File: config.mk
export PLATFORM = sky130hd
export DESIGN_NAME = seg7_capture_decoder
export DESIGN_NICKNAME = d
export VERILOG_FILES = /design/src/rtl/seg7_capture_decoder.sv
export SDC_FILE = /design/constraint.sdc
export NUM_CORES = 1
export LEC_CHECK = 0
export BUFFER_PORTS_ARGS = -buffer_cell sky130_fd_sc_hd__buf_2
export CELL_PAD_IN_SITES_DETAIL_PLACEMENT = 0
export CELL_PAD_IN_SITES_GLOBAL_PLACEMENT = 1
export CORE_MARGIN = 2
export CORE_UTILIZATION = 45
export CTS_BUF_LIST = sky130_fd_sc_hd__clkbuf_8
export CTS_CLUSTER_DIAMETER = 200
export DETAILED_ROUTE_END_ITERATION = 10
export MAX_ROUTING_LAYER = met4
export PLACE_DENSITY = 0.78
export SETUP_SLACK_MARGIN = 0.3
export SYNTH_ARGS = -nofsm -noshare
export SYNTH_HDL_FRONTEND = slang
export SYNTH_SLANG_ARGS = --single-unit
File: constraint.sdc
create_clock -name clock -period 3.5 [get_ports clock]
set_clock_uncertainty 0.05 [all_clocks]
set_input_delay 0.7 -clock clock [delete_from_list [all_inputs] [get_ports clock]]
set_output_delay 0.7 -clock clock [all_outputs]
set_load 0.01 [all_outputs]
File: src/rtl/seg7_capture_decoder.sv
// Recovers a hex digit from an active-low 7-segment pattern once it has held for STABLE_CYCLES enabled samples.
// Outputs are registered, so a lock shows STABLE_CYCLES-1 edges after first sample; no backpressure, and sample_en=0 freezes all state.
module seg7_capture_decoder #(
   parameter int STABLE_CYCLES = 4,
   parameter int CNT_W         = 8
) (
   input  logic             clock,
   input  logic             reset,
   input  logic             sample_en,
   input  logic [6:0]       seg_in,
   output logic [3:0]       value,
   output logic             valid,
   output logic             error,
   output logic             changed,
   output logic [CNT_W-1:0] change_count
);

   typedef enum logic [1:0] {SETTLE, LOCKED, BAD} state_t;

   localparam logic [3:0] STABLE = 4'(STABLE_CYCLES);

   state_t           state, state_n;
   logic [6:0]       held, held_n;
   logic [3:0]       stable_cnt, stable_cnt_n;
   logic             first_lock, first_lock_n;
   logic [3:0]       value_n;
   logic             valid_n, error_n, changed_n;
   logic [CNT_W-1:0] count_n;
   logic [3:0]       dec;
   logic             legal;

   always_comb begin
      dec   = 4'h0;
      legal = 1'b1;
      case (seg_in)
         7'h40: dec = 4'h0;
         7'h79: dec = 4'h1;
         7'h24: dec = 4'h2;
         7'h30: dec = 4'h3;
         7'h19: dec = 4'h4;
         7'h12: dec = 4'h5;
         7'h02: dec = 4'h6;
         7'h78: dec = 4'h7;
         7'h00: dec = 4'h8;
         7'h10: dec = 4'h9;
         7'h08: dec = 4'hA;
         7'h03: dec = 4'hB;
         7'h46: dec = 4'hC;
         7'h21: dec = 4'hD;
         7'h06: dec = 4'hE;
         7'h0E: dec = 4'hF;
         default: legal = 1'b0;
      endcase
   end

   always_comb begin
      state_n      = state;
      held_n       = held;
      stable_cnt_n = stable_cnt;
      first_lock_n = first_lock;
      value_n      = value;
      valid_n      = valid;
      error_n      = error;
      changed_n    = 1'b0;
      count_n      = change_count;
      if (sample_en) begin
         if (seg_in != held) begin
            held_n       = seg_in;
            stable_cnt_n = 4'd1;
            state_n      = SETTLE;
            valid_n      = 1'b0;
            error_n      = 1'b0;
         end else if (stable_cnt < STABLE) begin
            stable_cnt_n = stable_cnt + 4'd1;
         end
         // A fresh pattern can settle on its very first sample when STABLE_CYCLES is 1.
         if (state_n == SETTLE && stable_cnt_n == STABLE) begin
            if (legal) begin
               state_n      = LOCKED;
               valid_n      = 1'b1;
               value_n      = dec;
               first_lock_n = 1'b0;
               if (first_lock || dec != value) begin
                  changed_n = 1'b1;
                  count_n   = change_count + 1'b1;
               end
            end else begin
               state_n = BAD;
               error_n = 1'b1;
            end
         end
      end
   end

   always_ff @(posedge clock) begin
      if (reset) begin
         state        <= SETTLE;
         held         <= 7'h7F;
         stable_cnt   <= 4'd0;
         first_lock   <= 1'b1;
         value        <= 4'h0;
         valid        <= 1'b0;
         error        <= 1'b0;
         changed      <= 1'b0;
         change_count <= '0;
      end else begin
         state        <= state_n;
         held         <= held_n;
         stable_cnt   <= stable_cnt_n;
         first_lock   <= first_lock_n;
         value        <= value_n;
         valid        <= valid_n;
         error        <= error_n;
         changed      <= changed_n;
         change_count <= count_n;
      end
   end

endmodule

## Word level (Yosys, flattened, before mapping)

Index checks and enable logic that the tools add are counted.

- Bits in registers: 29
- Input bits: 10
- Output and inout port bits: 15
- Word-level logic and storage cells: 58

- Add/sub/neg operators: 2
- Order comparisons: 1
- Equal/unequal tests: 18
- Mux-type cells: 16
- Bitwise gates (word level): 3
- Reductions and logical operators: 9

Operators with widths:

| operator | number |
|---|---|
| 4-bit one-hot mux with 15 select lines | 1 |
| 7-bit == test (second input constant) | 4 |
| 7-bit by 5-bit == test with 1-bit output (second input constant) | 3 |
| 7-bit by 6-bit == test with 1-bit output (second input constant) | 3 |
| 16-bit OR reduction | 1 |
| 7-bit by 2-bit == test with 1-bit output (second input constant) | 2 |
| 7-bit by 4-bit == test with 1-bit output (second input constant) | 2 |
| 4-bit two-way mux | 3 |
| 8-bit by 1-bit adder with 8-bit output (second input constant) | 1 |
| 1-bit two-way mux | 8 |
| 2-bit two-way mux | 4 |
| 7-bit by 3-bit == test with 1-bit output (second input constant) | 1 |
| 7-bit logical NOT | 1 |
| 7-bit inequality test | 1 |
| 4-bit by 1-bit adder with 4-bit output (second input constant) | 1 |
| 4-bit by 3-bit == test with 1-bit output (second input constant) | 1 |
| 4-bit by 3-bit less-than comparator with 1-bit output (second input constant) | 1 |
| 4-bit inequality test | 1 |
| 4-bit AND reduction | 1 |
| 4-bit OR reduction | 1 |
| 1-bit inverter | 3 |
| 3-bit AND reduction | 1 |
| 2-bit logical NOT | 1 |
| 2-bit AND reduction | 1 |
| 2 further kinds | 2 |

## Depth between registers and ports, before layout

- Depth in word-level cells: 8
- Mapped depth: 10

## Worst setup path after synthesis

No wires, ideal clock.

- Kind: input to register
- Start: input seg_in[1]
- End: register change_count[0]
- Setup time: 0.123 ns
- Data arrival time: 2.812 ns
- Path slack: 0.514 ns
- Stages on the path: 8
- Cells stage by stage: buf_6 -> or2_4 -> or4_4 -> a31oi_4 -> a2111oi_1 -> or3b_4 -> a21oi_4 -> mux2_1

- Cells in the longest elaborated chain, start to end: 6
- Elaborated cells on any way between the ends: 30

Ends and longest elaborated chain:

| what | line | RTL |
|---|---|---|
| start: declaration | 10 | `input logic [6:0] seg_in,` |
| parallel branches: the longest is 5 deep, another holds 4-bit one-hot mux with 15 select lines | n/a |  |
| 4-bit AND reduction (no source line) * | n/a |  |
| end signal: assignment | 115 | `change_count <= count_n;` |
| end: declaration | 15 | `output logic [CNT_W-1:0] change_count` |

Every way passes the cells marked *. The select of a mux whose other input is x is not followed.
A chain may end at the register's enable or synchronous reset.

## Worst setup path after layout

Same ends and word-level chain as after synthesis.

==> out/results.ini <==
[route]
drt-met1-wl_um = 1967
drc = 0
via_count = 1603
highest_layer = met4
wl_per_cell_um = 13.26
ant_nets = 0
met3WireLength_um = 120
met2_length_um = 1703
routed_via_density = 5.528
drtIter0Drc = 74
finalWirelength_um = 3844
dr.pass1.iters = 5

[sta]
slew-limit-headroom_pct = 50.62
finalSetupViolations = 0
period_share_pct = 84.32
period_minus_slack_ps = 2951
finalHoldViolations = 0
rsz0062_at_grt = false
maxSlewViolCount = 0
fmaxAchievable_mhz = 338.8
hold_slack_ps = 380.6
tns_ps = 0
worst_pin_slew_ps = 734.5

[synth]
syn-num-nets = 229
syn_avg_cell_area_sq_um = 8.487
ys_async_sr_fraction_pct = 0
ys_seq_area_share_pct = 31.52
synth_edf_count = 0
synth_cells = 217
ys_ff_latch = 29
yosys_warnings = 0
netlist_area_sq_mm = 0.001842
synth_flop_cell = dfxtp_1
synth_cell_types = 58

[worst_setup_path]
worstSetupEndpoint = change_count[0]
start_kind = primary input
startpoint = seg_in[1]
crit-reg2reg-launch = stable_cnt[0]
arrival_ps = 3070
r2r-end = change_count[7]
setup.worst_path.class = primary input to flip-flop
crit_path_max_fanout = 11
crit_required_ps = 3620
r2r_setup_slack_ps = 920
r2r_cells = 8
crit_path_end_kind = flip-flop

[pwr]
ir_worst_vdd_mv = 0.1519
powerDensity_mw_per_mm2 = 335.3
power_frac_seq_pct = 48.8
p_leak_uw = 0.0008671
power_switching_uw = 191.8
clock_power_share_pct = 39.1
internal_power_uw = 505.5
swShare_pct = 27.50
combPwrFrac_pct = 12.0

[hold_path]
min_path_type = flip-flop to flip-flop
hold_start = error

[floorplanning]
die_w_um = 67.98
ios = 25
core_area_sq_mm = 0.003971
die_h_um = 67.98
die-area_sq_mm = 0.004621
initial_core_util_pct = 46.38
fp-row-count = 23

[clocking]
clock_sinks = 29
root_buffer = clkbuf_8
cts_tree = built
htreeDepth = 2
insertion_delay_ps = 280
cts_buffers = 5
clkSlewWorstSetupHoldPaths_ps = 70
post_cts_resized = 0
ctsLongestPathBuffers = 2
holdBufCountCts = 0
cts_setup_buffers = 0

[run]
drv_cap = 0

[finish]
seqCellArea_sq_um = 580.6
multi_input_area_sq_mm = 0.001181
final_common_cell = dfxtp_1
layout-drive-gt1-share_pct = 20.83
fillers = 419
fin_nets = 251
antennaDiodeCount = 0
area_growth_pct = 12.91
layout_common_cells = dfxtp_1 (29), nand2_1 (28), buf_2 (24)

[placement]
gp_congestion = 0.7443
dp_hpwl_um = 2825
port_buffers = 24

[global_routing]
grt_pass1_wl_um = 6658
grt_max_degree = 23
first_global_vias = 1456
grt_util_all_layers_pct = 19.39
grt-ovfl-total = 0
grt_antenna_before_repair = 0

[outcome]
status = completed

-- cells by family after synthesis --
family	Yosys count	synth area share (%)
AND/OR/NAND/NOR	106	32.74
AO/OA/AOI/OAI	36	16.24
flip-flops	29	31.52
buffers and inverters	18	4.348
multiplexers	15	8.560
XOR/XNOR	11	5.231
adder cells (fa/ha/maj)	2	1.358
-- per-layer routing --
metal | vias up | GRT usage [%]
li1 | 831 | -
met1 | 736 | 25.33
met2 | 29 | 29.13
met3 | 7 | 4.441
met4 | 0 | 7.250
met5 | - | -
-- power groups by stage --
stage / sequential, uW / combinational, uW / clock [uW]
2_1_floorplan: 347 / 64.8 / 0
3_3_place_gp: 348 / 84.3 / 0
3_5_place_dp: 348 / 84.3 / 0
4_1_cts: 340 / 84.5 / 279
5_1_grt: 341 / 95.6 / 298
6_report: 341 / 84.0 / 273
-- worst min path at each step --
| stage | cells past startpoint | to |
|---|---|---|
| final | 2 | error |
| after floorplan | 2 | state[1] |
| after detailed placement | 2 | error |
| after CTS | 2 | error |
| after global placement | 2 | error |
| after global routing | 2 | error |
-- stage by stage --
| stage | instance area (sq um) | total power [uW] | util [%] | setup WS (ps) | instances |
|---|---|---|---|---|---|
| 4_1_cts | 2079 | 703.8 | 52.36 | 559.6 | 290 |
| 5_1_grt | 2079 | 734.6 | 52.36 | 403.1 | 290 |
| 3_3_place_gp | 1993 | 432.0 | 50.19 | 287.6 | 282 |
| 3_5_place_dp | 1993 | 432.2 | 50.19 | 250.9 | 282 |
| 6_report | 2079 | 697.3 | 52.36 | 548.7 | 290 |
| 2_1_floorplan | 1842 | 411.9 | - | 514.3 | 217 |
-- worst max-delay path, cell delays in order --
cell	delay (ps)
buf_2	200
or3b_1	420
or4_1	530
o41ai_2	130
nor4bb_1	120
or3b_4	460
a21oi_4	180
mux2_1	330
-- state kept, by name, indices dropped and copies added (netlist names) --
| name | count |
|---|---|
| change_count | 8 |
| held | 7 |
| stable_cnt | 4 |
| value | 4 |
| state | 2 |
| changed | 1 |
| error | 1 |
| first_lock | 1 |
| valid | 1 |
-- synth_stat cells, drive strengths merged (6+ instances only) --
| cell | number | area [sq um] |
|---|---|---|
| nand2 | 28 | 105.1 |
| nor3 | 7 | 35.03 |
| nand4 | 7 | 43.79 |
| nor2 | 16 | 60.06 |
| mux2 | 6 | 67.56 |
| mux2i | 9 | 90.09 |
| nor2b | 10 | 62.56 |
| dfxtp | 29 | 580.6 |
| xnor2 | 7 | 61.31 |
| clkbuf | 7 | 26.28 |
| buf | 6 | 35.03 |
| a21oi | 10 | 61.31 |
-- layout make-up --
type	instances	share of cell area, %
clock buffers	5	3.309
clock inverters	3	0.8424
inverters	5	0.9025
multi-input cells	170	56.80
flip-flops and latches	29	27.92
well taps	50	3.008
repair buffers	28	7.220
Power figures use the tool's default switching activity.
